### src/rtl/muldiv_seq_32.sv
`default_nettype none
// ============================================================================
// muldiv_seq_32 : iterative 32-bit MULT/MULTU/DIV/DIVU unit, 32 iterations,
// sign fix-up cycle, one-cycle HI/LO write enables. Rev 1.0
// ============================================================================
module muldiv_seq_32 #(
  parameter int WIDTH = 32
) (
  input  logic             clk,
  input  logic             resetn,
  input  logic             squashn,
  input  logic             start,
  input  logic [1:0]       op,
  input  logic [WIDTH-1:0] opA,
  input  logic [WIDTH-1:0] opB,
  output logic             stalled,
  output logic [WIDTH-1:0] hi,
  output logic [WIDTH-1:0] lo,
  output logic             hi_en,
  output logic             lo_en
);

  typedef enum logic [1:0] {
    S_IDLE = 2'd0,
    S_RUN  = 2'd1,
    S_FIX  = 2'd2,
    S_DONE = 2'd3
  } state_t;

  state_t             r_state;
  state_t             w_next;
  logic [4:0]         r_count;
  logic [2*WIDTH-1:0] r_acc;
  logic [WIDTH-1:0]   r_b;
  logic               r_div;
  logic               r_neg_q;
  logic               r_neg_r;
  logic               r_dz;
  logic [WIDTH-1:0]   r_hi;
  logic [WIDTH-1:0]   r_lo;

  logic               w_accept;
  logic               w_load;
  logic               w_signed;
  logic [WIDTH-1:0]   w_mag_a;
  logic [WIDTH-1:0]   w_mag_b;
  logic [WIDTH:0]     w_sum;
  logic [2*WIDTH-1:0] w_mul_next;
  logic [2*WIDTH:0]   w_shift;
  logic [WIDTH:0]     w_rem;
  logic [WIDTH:0]     w_diff;
  logic [2*WIDTH-1:0] w_div_next;
  logic [2*WIDTH-1:0] w_prod_fix;
  logic [WIDTH-1:0]   w_quo_fix;
  logic [WIDTH-1:0]   w_rem_fix;

  assign w_accept = start & squashn;
  assign w_load   = ((r_state == S_IDLE) || (r_state == S_DONE)) && w_accept;
  assign w_signed = ~op[0];
  assign w_mag_a  = (w_signed && opA[WIDTH-1]) ? -opA : opA;
  assign w_mag_b  = (w_signed && opB[WIDTH-1]) ? -opB : opB;

  assign stalled  = w_load || (r_state == S_RUN) || (r_state == S_FIX);
  assign hi_en    = (r_state == S_DONE) && squashn;
  assign lo_en    = (r_state == S_DONE) && squashn;
  assign hi       = r_hi;
  assign lo       = r_lo;

  // Shift-add: multiplier sits in the low half and is consumed LSB first.
  assign w_sum      = {1'b0, r_acc[2*WIDTH-1:WIDTH]} + (r_acc[0] ? {1'b0, r_b} : {(WIDTH+1){1'b0}});
  assign w_mul_next = {w_sum, r_acc[WIDTH-1:1]};

  // Restoring divide: the shifted partial remainder needs one extra bit.
  assign w_shift    = {r_acc, 1'b0};
  assign w_rem      = w_shift[2*WIDTH:WIDTH];
  assign w_diff     = w_rem - {1'b0, r_b};
  assign w_div_next = w_diff[WIDTH] ? {w_rem[WIDTH-1:0], w_shift[WIDTH-1:1], 1'b0}
                                    : {w_diff[WIDTH-1:0], w_shift[WIDTH-1:1], 1'b1};

  assign w_prod_fix = r_neg_q ? -r_acc : r_acc;
  assign w_quo_fix  = r_dz ? {WIDTH{1'b1}} : (r_neg_q ? -r_acc[WIDTH-1:0] : r_acc[WIDTH-1:0]);
  assign w_rem_fix  = r_neg_r ? -r_acc[2*WIDTH-1:WIDTH] : r_acc[2*WIDTH-1:WIDTH];

  always_comb begin
    w_next = r_state;
    case (r_state)
      S_IDLE: if (w_accept) w_next = S_RUN;
      S_RUN: begin
        if (!squashn)              w_next = S_IDLE;
        else if (r_count == 5'd31) w_next = S_FIX;
      end
      S_FIX:  w_next = squashn ? S_DONE : S_IDLE;
      S_DONE: w_next = w_accept ? S_RUN : S_IDLE;
      default: w_next = S_IDLE;
    endcase
  end

  always_ff @(posedge clk or negedge resetn) begin
    if (!resetn) r_state <= S_IDLE;
    else         r_state <= w_next;
  end

  always_ff @(posedge clk or negedge resetn) begin
    if (!resetn) begin
      r_count <= 5'd0;
      r_acc   <= '0;
      r_b     <= '0;
      r_div   <= 1'b0;
      r_neg_q <= 1'b0;
      r_neg_r <= 1'b0;
      r_dz    <= 1'b0;
      r_hi    <= '0;
      r_lo    <= '0;
    end else begin
      if (w_load) begin
        r_count <= 5'd0;
        r_acc   <= {{WIDTH{1'b0}}, w_mag_a};
        r_b     <= w_mag_b;
        r_div   <= op[1];
        r_neg_q <= w_signed && (opA[WIDTH-1] ^ opB[WIDTH-1]);
        r_neg_r <= w_signed && opA[WIDTH-1];
        r_dz    <= (opB == '0);
      end else if (r_state == S_RUN) begin
        r_count <= r_count + 5'd1;
        r_acc   <= r_div ? w_div_next : w_mul_next;
      end
      if ((r_state == S_FIX) && squashn) begin
        if (r_div) begin
          r_hi <= w_rem_fix;
          r_lo <= w_quo_fix;
        end else begin
          r_hi <= w_prod_fix[2*WIDTH-1:WIDTH];
          r_lo <= w_prod_fix[WIDTH-1:0];
        end
      end
    end
  end

endmodule
`default_nettype wire
### config.mk
export PLATFORM = sky130hd
export DESIGN_NAME = muldiv_seq_32
export DESIGN_NICKNAME = d
export VERILOG_FILES = /design/src/rtl/muldiv_seq_32.sv
export SDC_FILE = /design/constraint.sdc
export NUM_CORES = 1
export LEC_CHECK = 0
export ABC_AREA = 1
export CAP_MARGIN = 30
export CORE_UTILIZATION = 30
export CTS_BUF_LIST = sky130_fd_sc_hd__clkbuf_8
export CTS_CLUSTER_DIAMETER = 60
export DETAILED_ROUTE_END_ITERATION = 12
export DONT_BUFFER_PORTS = 1
export PLACE_DENSITY = 0.47
export SYNTH_ARGS = -nofsm -noshare
export SYNTH_HDL_FRONTEND = slang
export SYNTH_SLANG_ARGS = --single-unit
### constraint.sdc
create_clock -name clk -period 3.2 [get_ports clk]
set_input_delay 0.16 -clock clk [delete_from_list [all_inputs] [get_ports clk]]
set_output_delay 0.16 -clock clk [all_outputs]
set_load 0.01 [all_outputs]
==> results of run 1 <==
-- layout make-up --
| class | instances | area (um2) | area share, % |
|---|---|---|---|
| diodes | 1 | 2.50 | 0.0132 |
| clock buffers | 18 | 248 | 1.31 |
| clock inverters | 14 | 166 | 0.879 |
| inverters | 417 | 1570 | 8.26 |
| multi-input cells | 2097 | 10400 | 54.9 |
| flip-flops and latches | 171 | 4280 | 22.6 |
| well taps | 696 | 871 | 4.60 |
| repair buffers | 147 | 1400 | 7.39 |
-- logic make-up after synthesis --
logic type	count (synthesis)	share of synthesized area, %
XOR/XNOR	73	3.85
flip-flops	171	25.8
AND/OR/NAND/NOR	1492	37.7
adder cells (fa/ha/maj)	77	5.90
AO/OA/AOI/OAI	455	15.2
buffers and inverters	499	11.6
-- worst min path at each step --
stage / depth (start not counted) / to / from / slack [ns]
after global routing: 0 / r_acc[5]$_DFFE_PN0P_ / resetn / -0.83
after floorplan: 0 / hi[0]$_DFFE_PN0P_ / resetn / -0.14
after detailed placement: 0 / r_acc[5]$_DFFE_PN0P_ / resetn / -0.13
final: 0 / r_b[0]$_DFFE_PN0P_ / resetn / -0.77
after CTS: 0 / r_acc[40]$_DFFE_PN0P_ / resetn / -0.84
after global placement: 0 / r_acc[5]$_DFFE_PN0P_ / resetn / -0.13
-- cell usage after synthesis (2+ instances only) --
cell type  instances
a21o_1             5
a21oi_1          138
a21oi_2            5
a22oi_1           22
a31oi_1           13
buf_1              9
buf_2             11
buf_4              5
buf_6              2
clkbuf_1          55
clkinv_1           4
dfrtp_1          171
fa_1               2
ha_1              75
inv_1            405
inv_2              8
nand2_1          848
nand2_2           14
nand2_4            2
nand3_1          250
nand3_2            2
nand3b_1          14
nand4_1           39
nor2_1           269
nor2_2             6
nor3_1            28
nor3_2             2
nor4_1             5
o211ai_1           5
o21a_1             5
o21ai_0          207
o21ai_1           13
o21ai_2            4
o21bai_1          11
o22ai_1           13
o31ai_1            4
o41ai_1            2
or2_2              9
xnor2_1           22
xor2_1            51
-- power by group --
group | switching [mW] | total (mW) | internal (mW)
clock | 1.12 | 1.74 | 0.621
combinational | 10.0 | 14.9 | 4.88
sequential | 1.69 | 4.90 | 3.22
total | 12.8 | 21.6 | 8.72
-- through the flow --
step / setup WS (ns) / utilization (%) / instance area, um2
final: 0.355 / 34.9 / 18900
after global placement: 0.471 / 32.3 / 17500
after floorplan: 0.905 / - / 16600
after detailed placement: 0.411 / 32.3 / 17500
after CTS: 0.392 / 34.9 / 18900
after global routing: 0.0362 / 34.9 / 18900
-- metal layers --
metal | vias to the layer above | track usage (%) | share of wire (%)
met3 | 83 | 4.22 | 6.6
met4 | 0 | 7.31 | 2.4
met1 | 8629 | 37.7 | 50
li1 | 9064 | - | -
met2 | 654 | 36.2 | 41
met5 | - | 0 | 0
-- worst max-delay path, delay by kind of cell (launching register included) --
family | cells | cell delay, ns
compound gates | 3 | 1.04
buf+inv | 3 | 0.52
simple gates | 6 | 0.55
flops | 1 | 0.40
fa+ha+maj | 1 | 0.26
-- flip-flops by register name, indices dropped and copies added, names as in the netlist --
signal   flops
hi          32
lo          32
r_acc       64
r_b         32
r_count      5
r_div        1
r_dz         1
r_neg_q      1
r_neg_r      1
r_state      2
==> results.sh, run 1 <==
export IMPL_outcome="finished, violations left"
export IMPL_violations="negative hold slack"
export IMPL_postCtsSetupBuffers=0
export IMPL_gp_congestion=0.974
export IMPL_syn_area_um2=16600
export IMPL_yosys_register_bits=171
export IMPL_final_fill_count=6119
export IMPL_hold_viol=171
export IMPL_critPathMostFrequentCell="nand2_1"
export IMPL_async_flop_share_pct=100
export IMPL_timing_rr_end="r_acc[42]$_DFFE_PN0P_"
export IMPL_dp_cells=3425
export IMPL_final_common_cell="nand2_1"
export IMPL_synthesis_nets=2914
export IMPL_clock_sinks=171
export IMPL_start_kind="register"
export IMPL_cts_made_buffers=17
export IMPL_die_h_um=237
export IMPL_powerDensity_nw_per_um2=1140
export IMPL_first_iter_violations=1624
export IMPL_die_w_um=237
export IMPL_netlist_top_cells_area="dfrtp_1, nand2_1, inv_1, nand3_1, o21ai_0"
export IMPL_crit_chain="buf_4 -> nand2_1 -> inv_1 -> ha_1 -> a21oi_1 -> o21ai_0 -> inv_1 -> nand2_1 -> nand2_1 -> nand2_1 -> o21ai_0 -> nand3_1 -> nand2_1"
export IMPL_synth_seq_area_share_pct=25.8
export IMPL_rr_worst_depth=13
export IMPL_slowest_stage="o21ai_0"
export IMPL_synth_top_cell_area_share_pct=25.8
export IMPL_slew_violations=0
export IMPL_max_stage_delay_ns=0.59
export IMPL_grt_pass1_vias=17400
export IMPL_placementRows=85
export IMPL_clock_skew_ns=0.0331
export IMPL_cts_tree="done"
export IMPL_rrSetupSlack_ns=0.35
export IMPL_holdBufCountCts=103
export IMPL_grt_usage_pct=25.1
export IMPL_ios=137
export IMPL_yosysTopAreaCell="dfrtp_1"
export IMPL_grt_setup_unrepaired="false"
export IMPL_ant_nets=0
export IMPL_worst_path_max_fanout=30
export IMPL_crit_end="r_acc[42]$_DFFE_PN0P_"
export IMPL_syn_inst=2767
export IMPL_syn2layout_area_growth_pct=14.2
export IMPL_post_route_cells_drive_above_1_share_pct=4.75
export IMPL_fin_crit_sh_pct=88.9
export IMPL_cts_max_level=4
export IMPL_detail_route_wl_per_cell_um=19.6
export IMPL_ctsResizeCount=0
export IMPL_most_common_layout_cells="nand2_1, inv_1, nor2_1"
export IMPL_path_clk_slew_ns=0.13
export IMPL_p_total_mw=21.6
export IMPL_gr_total_overflow=0
export IMPL_cts_root_buf="clkbuf_8"
export IMPL_vias=18400
export IMPL_grt_max_degree=172
export IMPL_drv_cap=0
export IMPL_grt_pass1_wl_um=107000
export IMPL_stdcell_count=3561
export IMPL_setup_violations=0
export IMPL_clock_fmax_ghz=0.351
export IMPL_finalSetupTns_ns=0
export IMPL_cp_end_kind="register"
export IMPL_core_um2=54200
export IMPL_cp_arrival_ns=3.40
export IMPL_period_needed_ns=2.85
export IMPL_min_delay_path_class="primary input to async pin"
export IMPL_ir_drop_mv=0.450
export IMPL_tightest_slew_ns=0.776
export IMPL_yosys_warnings=0
export IMPL_r2r_start="r_acc[0]$_DFFE_PN0P_"
export IMPL_holdWs_ns=-0.772
export IMPL_yosysUniqueCellTypes=52
export IMPL_die_area_um2=56200
export IMPL_dp_hpwl_um=55100
export IMPL_post_route_drc_count=0
export IMPL_crit_path_start="r_acc[0]$_DFFE_PN0P_"
export IMPL_slew_headroom_pct=48.2
export IMPL_antenna_found_initial=1
export IMPL_wirelength_um=69800
export IMPL_syn_avg_cell_area_um2=6.00
export IMPL_port_buffers=0
export IMPL_drt_pass1_iter_count=5
export IMPL_via_per_inst=5.18
export IMPL_p_leak_nw=9.67
export IMPL_cp_required_ns=3.76
export IMPL_synth_edf_count=0
export IMPL_crit_type="register to register"
export IMPL_nets=2998
export IMPL_initial_utilization_pct=30.6
export IMPL_clk_latency_ns=0.61
export IMPL_cts_buffer_depth=2
export IMPL_synthFlopType="dfrtp_1"
No activity file was read; power rests on OpenSTA's default activity.
==> run 2: changes to the inputs <==
--- a/config.mk
+++ b/config.mk
@@ -12,7 +12,7 @@
 export CTS_CLUSTER_DIAMETER = 60
 export DETAILED_ROUTE_END_ITERATION = 12
 export DONT_BUFFER_PORTS = 1
-export PLACE_DENSITY = 0.47
+export PLACE_DENSITY = 0.45
 export SYNTH_ARGS = -nofsm -noshare
 export SYNTH_HDL_FRONTEND = slang
 export SYNTH_SLANG_ARGS = --single-unit
==> results.sh, run 2 (synthesized netlist as in run 1, its figures left out) <==
export IMPL_tightest_slew_ns=0.977
export IMPL_crit_type="primary input to register"
export IMPL_period_needed_ns=2.83
export IMPL_final_common_cell="nand2_1"
export IMPL_slew_violations=0
export IMPL_min_delay_path_class="primary input to async pin"
export IMPL_largest_register_ff_count=64
export IMPL_die_w_um=237
export IMPL_holdWs_ns=-0.741
export IMPL_cts_max_level=4
export IMPL_powerDensity_nw_per_um2=1130
export IMPL_cp_arrival_ns=3.37
export IMPL_grt_max_degree=172
export IMPL_port_buffers=0
export IMPL_antenna_found_initial=2
export IMPL_core_um2=54200
export IMPL_ios=137
export IMPL_postCtsSetupBuffers=0
export IMPL_crit_cells=11
export IMPL_syn2layout_area_growth_pct=13.9
export IMPL_dp_hpwl_um=54600
export IMPL_post_route_cells_drive_above_1_share_pct=5.06
export IMPL_hold_viol=171
export IMPL_path_clk_slew_ns=0.12
export IMPL_fin_util_pct=34.8
export IMPL_gp_congestion=1.00
export IMPL_setup_violations=0
export IMPL_ant_nets=0
export IMPL_cts_tree="done"
export IMPL_clock_fmax_ghz=0.353
export IMPL_most_common_layout_cells="nand2_1, inv_1, nor2_1"
export IMPL_cts_made_buffers=17
export IMPL_post_route_drc_count=0
export IMPL_holdBufCountCts=96
export IMPL_slowest_stage="dlygate4sd3_1"
export IMPL_die_area_um2=56200
export IMPL_detail_route_wl_per_cell_um=19.3
export IMPL_dpl_cell_area_um2=17500
export IMPL_p_leak_nw=9.68
export IMPL_clock_skew_ns=0.0233
export IMPL_grt_pass1_vias=17100
export IMPL_outcome="finished, violations left"
export IMPL_finalSetupTns_ns=0
export IMPL_design_area_um2=18900
export IMPL_gr_total_overflow=0
export IMPL_critPathMostFrequentCell="dlygate4sd3_1"
export IMPL_crit_family="buffers and inverters"
export IMPL_cts_root_buf="clkbuf_8"
export IMPL_ir_drop_mv=0.367
export IMPL_first_iter_violations=1515
export IMPL_start_kind="primary input"
export IMPL_initial_utilization_pct=30.6
export IMPL_placementRows=85
export IMPL_via_per_inst=5.11
export IMPL_cp_num_buf_inv=4
export IMPL_cp_end_kind="register"
export IMPL_p_total_mw=21.4
export IMPL_drt_pass1_iter_count=5
export IMPL_cts_buffer_depth=2
export IMPL_violations="negative hold slack"
export IMPL_grt_pass1_wl_um=105000
export IMPL_worst_path_max_fanout=5
export IMPL_slew_headroom_pct=34.9
export IMPL_clk_latency_ns=0.59
export IMPL_final_fill_count=6092
export IMPL_ctsResizeCount=0
export IMPL_fin_crit_sh_pct=88.5
export IMPL_rr_worst_depth=19
export IMPL_drv_cap=0
export IMPL_max_stage_delay_ns=0.58
export IMPL_nets=3000
export IMPL_die_h_um=237
export IMPL_vias=18200
export IMPL_wirelength_um=68700
export IMPL_grt_setup_unrepaired="false"
export IMPL_clock_sinks=171
export IMPL_crit_chain="dlygate4sd3_1 -> inv_1 -> nand4_1 -> nor3_2 -> nand4_1 -> nand3b_1 -> nand3_1 -> dlygate4sd3_1 -> nand3_1 -> dlygate4sd3_1 -> nand2_1"
export IMPL_cp_required_ns=3.73
export IMPL_grt_usage_pct=24.6
export IMPL_regMostFlops="r_acc"
[run 2: cell count changes in the layout (fill, tap and decap cells not counted), sizes merged]
cell         before  now
dlygate4sd3     103   96
clkinv            7    8
clkinvlp          1    3
clkbuf           18   17
buf              44   53
inv             423  421
[run 2: path summary, 6_finish.rpt]
| path | from | to | slack, ns |
|---|---|---|---|
| worst max register to register | r_acc[31]$_DFFE_PN0P_ | r_acc[62]$_DFFE_PN0P_ | 0.41 |
| min in group clk | opA[10] | r_acc[13]$_DFFE_PN0P_ | 0.08 |
| max in group asynchronous | resetn | r_b[20]$_DFFE_PN0P_ | 3.54 |
| worst max-delay path | opB[0] | r_b[29]$_DFFE_PN0P_ | 0.37 |
| worst min register to register | r_count[3]$_DFFE_PN0P_ | r_count[3]$_DFFE_PN0P_ | 0.49 |
| worst min-delay path | resetn | hi[15]$_DFFE_PN0P_ | -0.74 |
[run 2: through the flow]
| stage | setup WS [ns] | instances |
|---|---|---|
| 6_report | 0.367 | 3563 |
| 5_1_grt | 0.160 | 3563 |
| 4_1_cts | 0.391 | 3562 |
| 3_5_place_dp | 0.413 | 3434 |
| 3_3_place_gp | 0.470 | 3434 |
| 2_1_floorplan | 0.905 | 2767 |
[run 2: power breakdown]
group / total [mW] / switching, mW / internal [mW]
registers: 4.70 / 1.48 / 3.22
logic: 15.1 / 10.2 / 4.88
clock network: 1.65 / 1.07 / 0.579
[run 2: area by class of cell]
type	instances	area, um2	share of cell area, %
timing repair buffer	149	1380	7.32
sequential	171	4280	22.7
multi-input combinational	2097	10400	55.1
clock buffer	17	234	1.24
tap	696	871	4.61
clock inverter	15	156	0.827
inverter	417	1570	8.28
antenna	1	2.50	0.0132
[run 2: layer usage]
| layer | vias to the layer above | share of wire (%) | track usage (%) | routed length [um] |
|---|---|---|---|---|
| li1 | 9064 | - | - | - |
| met1 | 8483 | 50 | 37.0 | 34500 |
| met2 | 593 | 40 | 34.8 | 27800 |
| met3 | 62 | 6.9 | 4.53 | 4720 |
| met4 | 2 | 2.5 | 8.09 | 1710 |
| met5 | - | 0.019 | 0 | 13 |
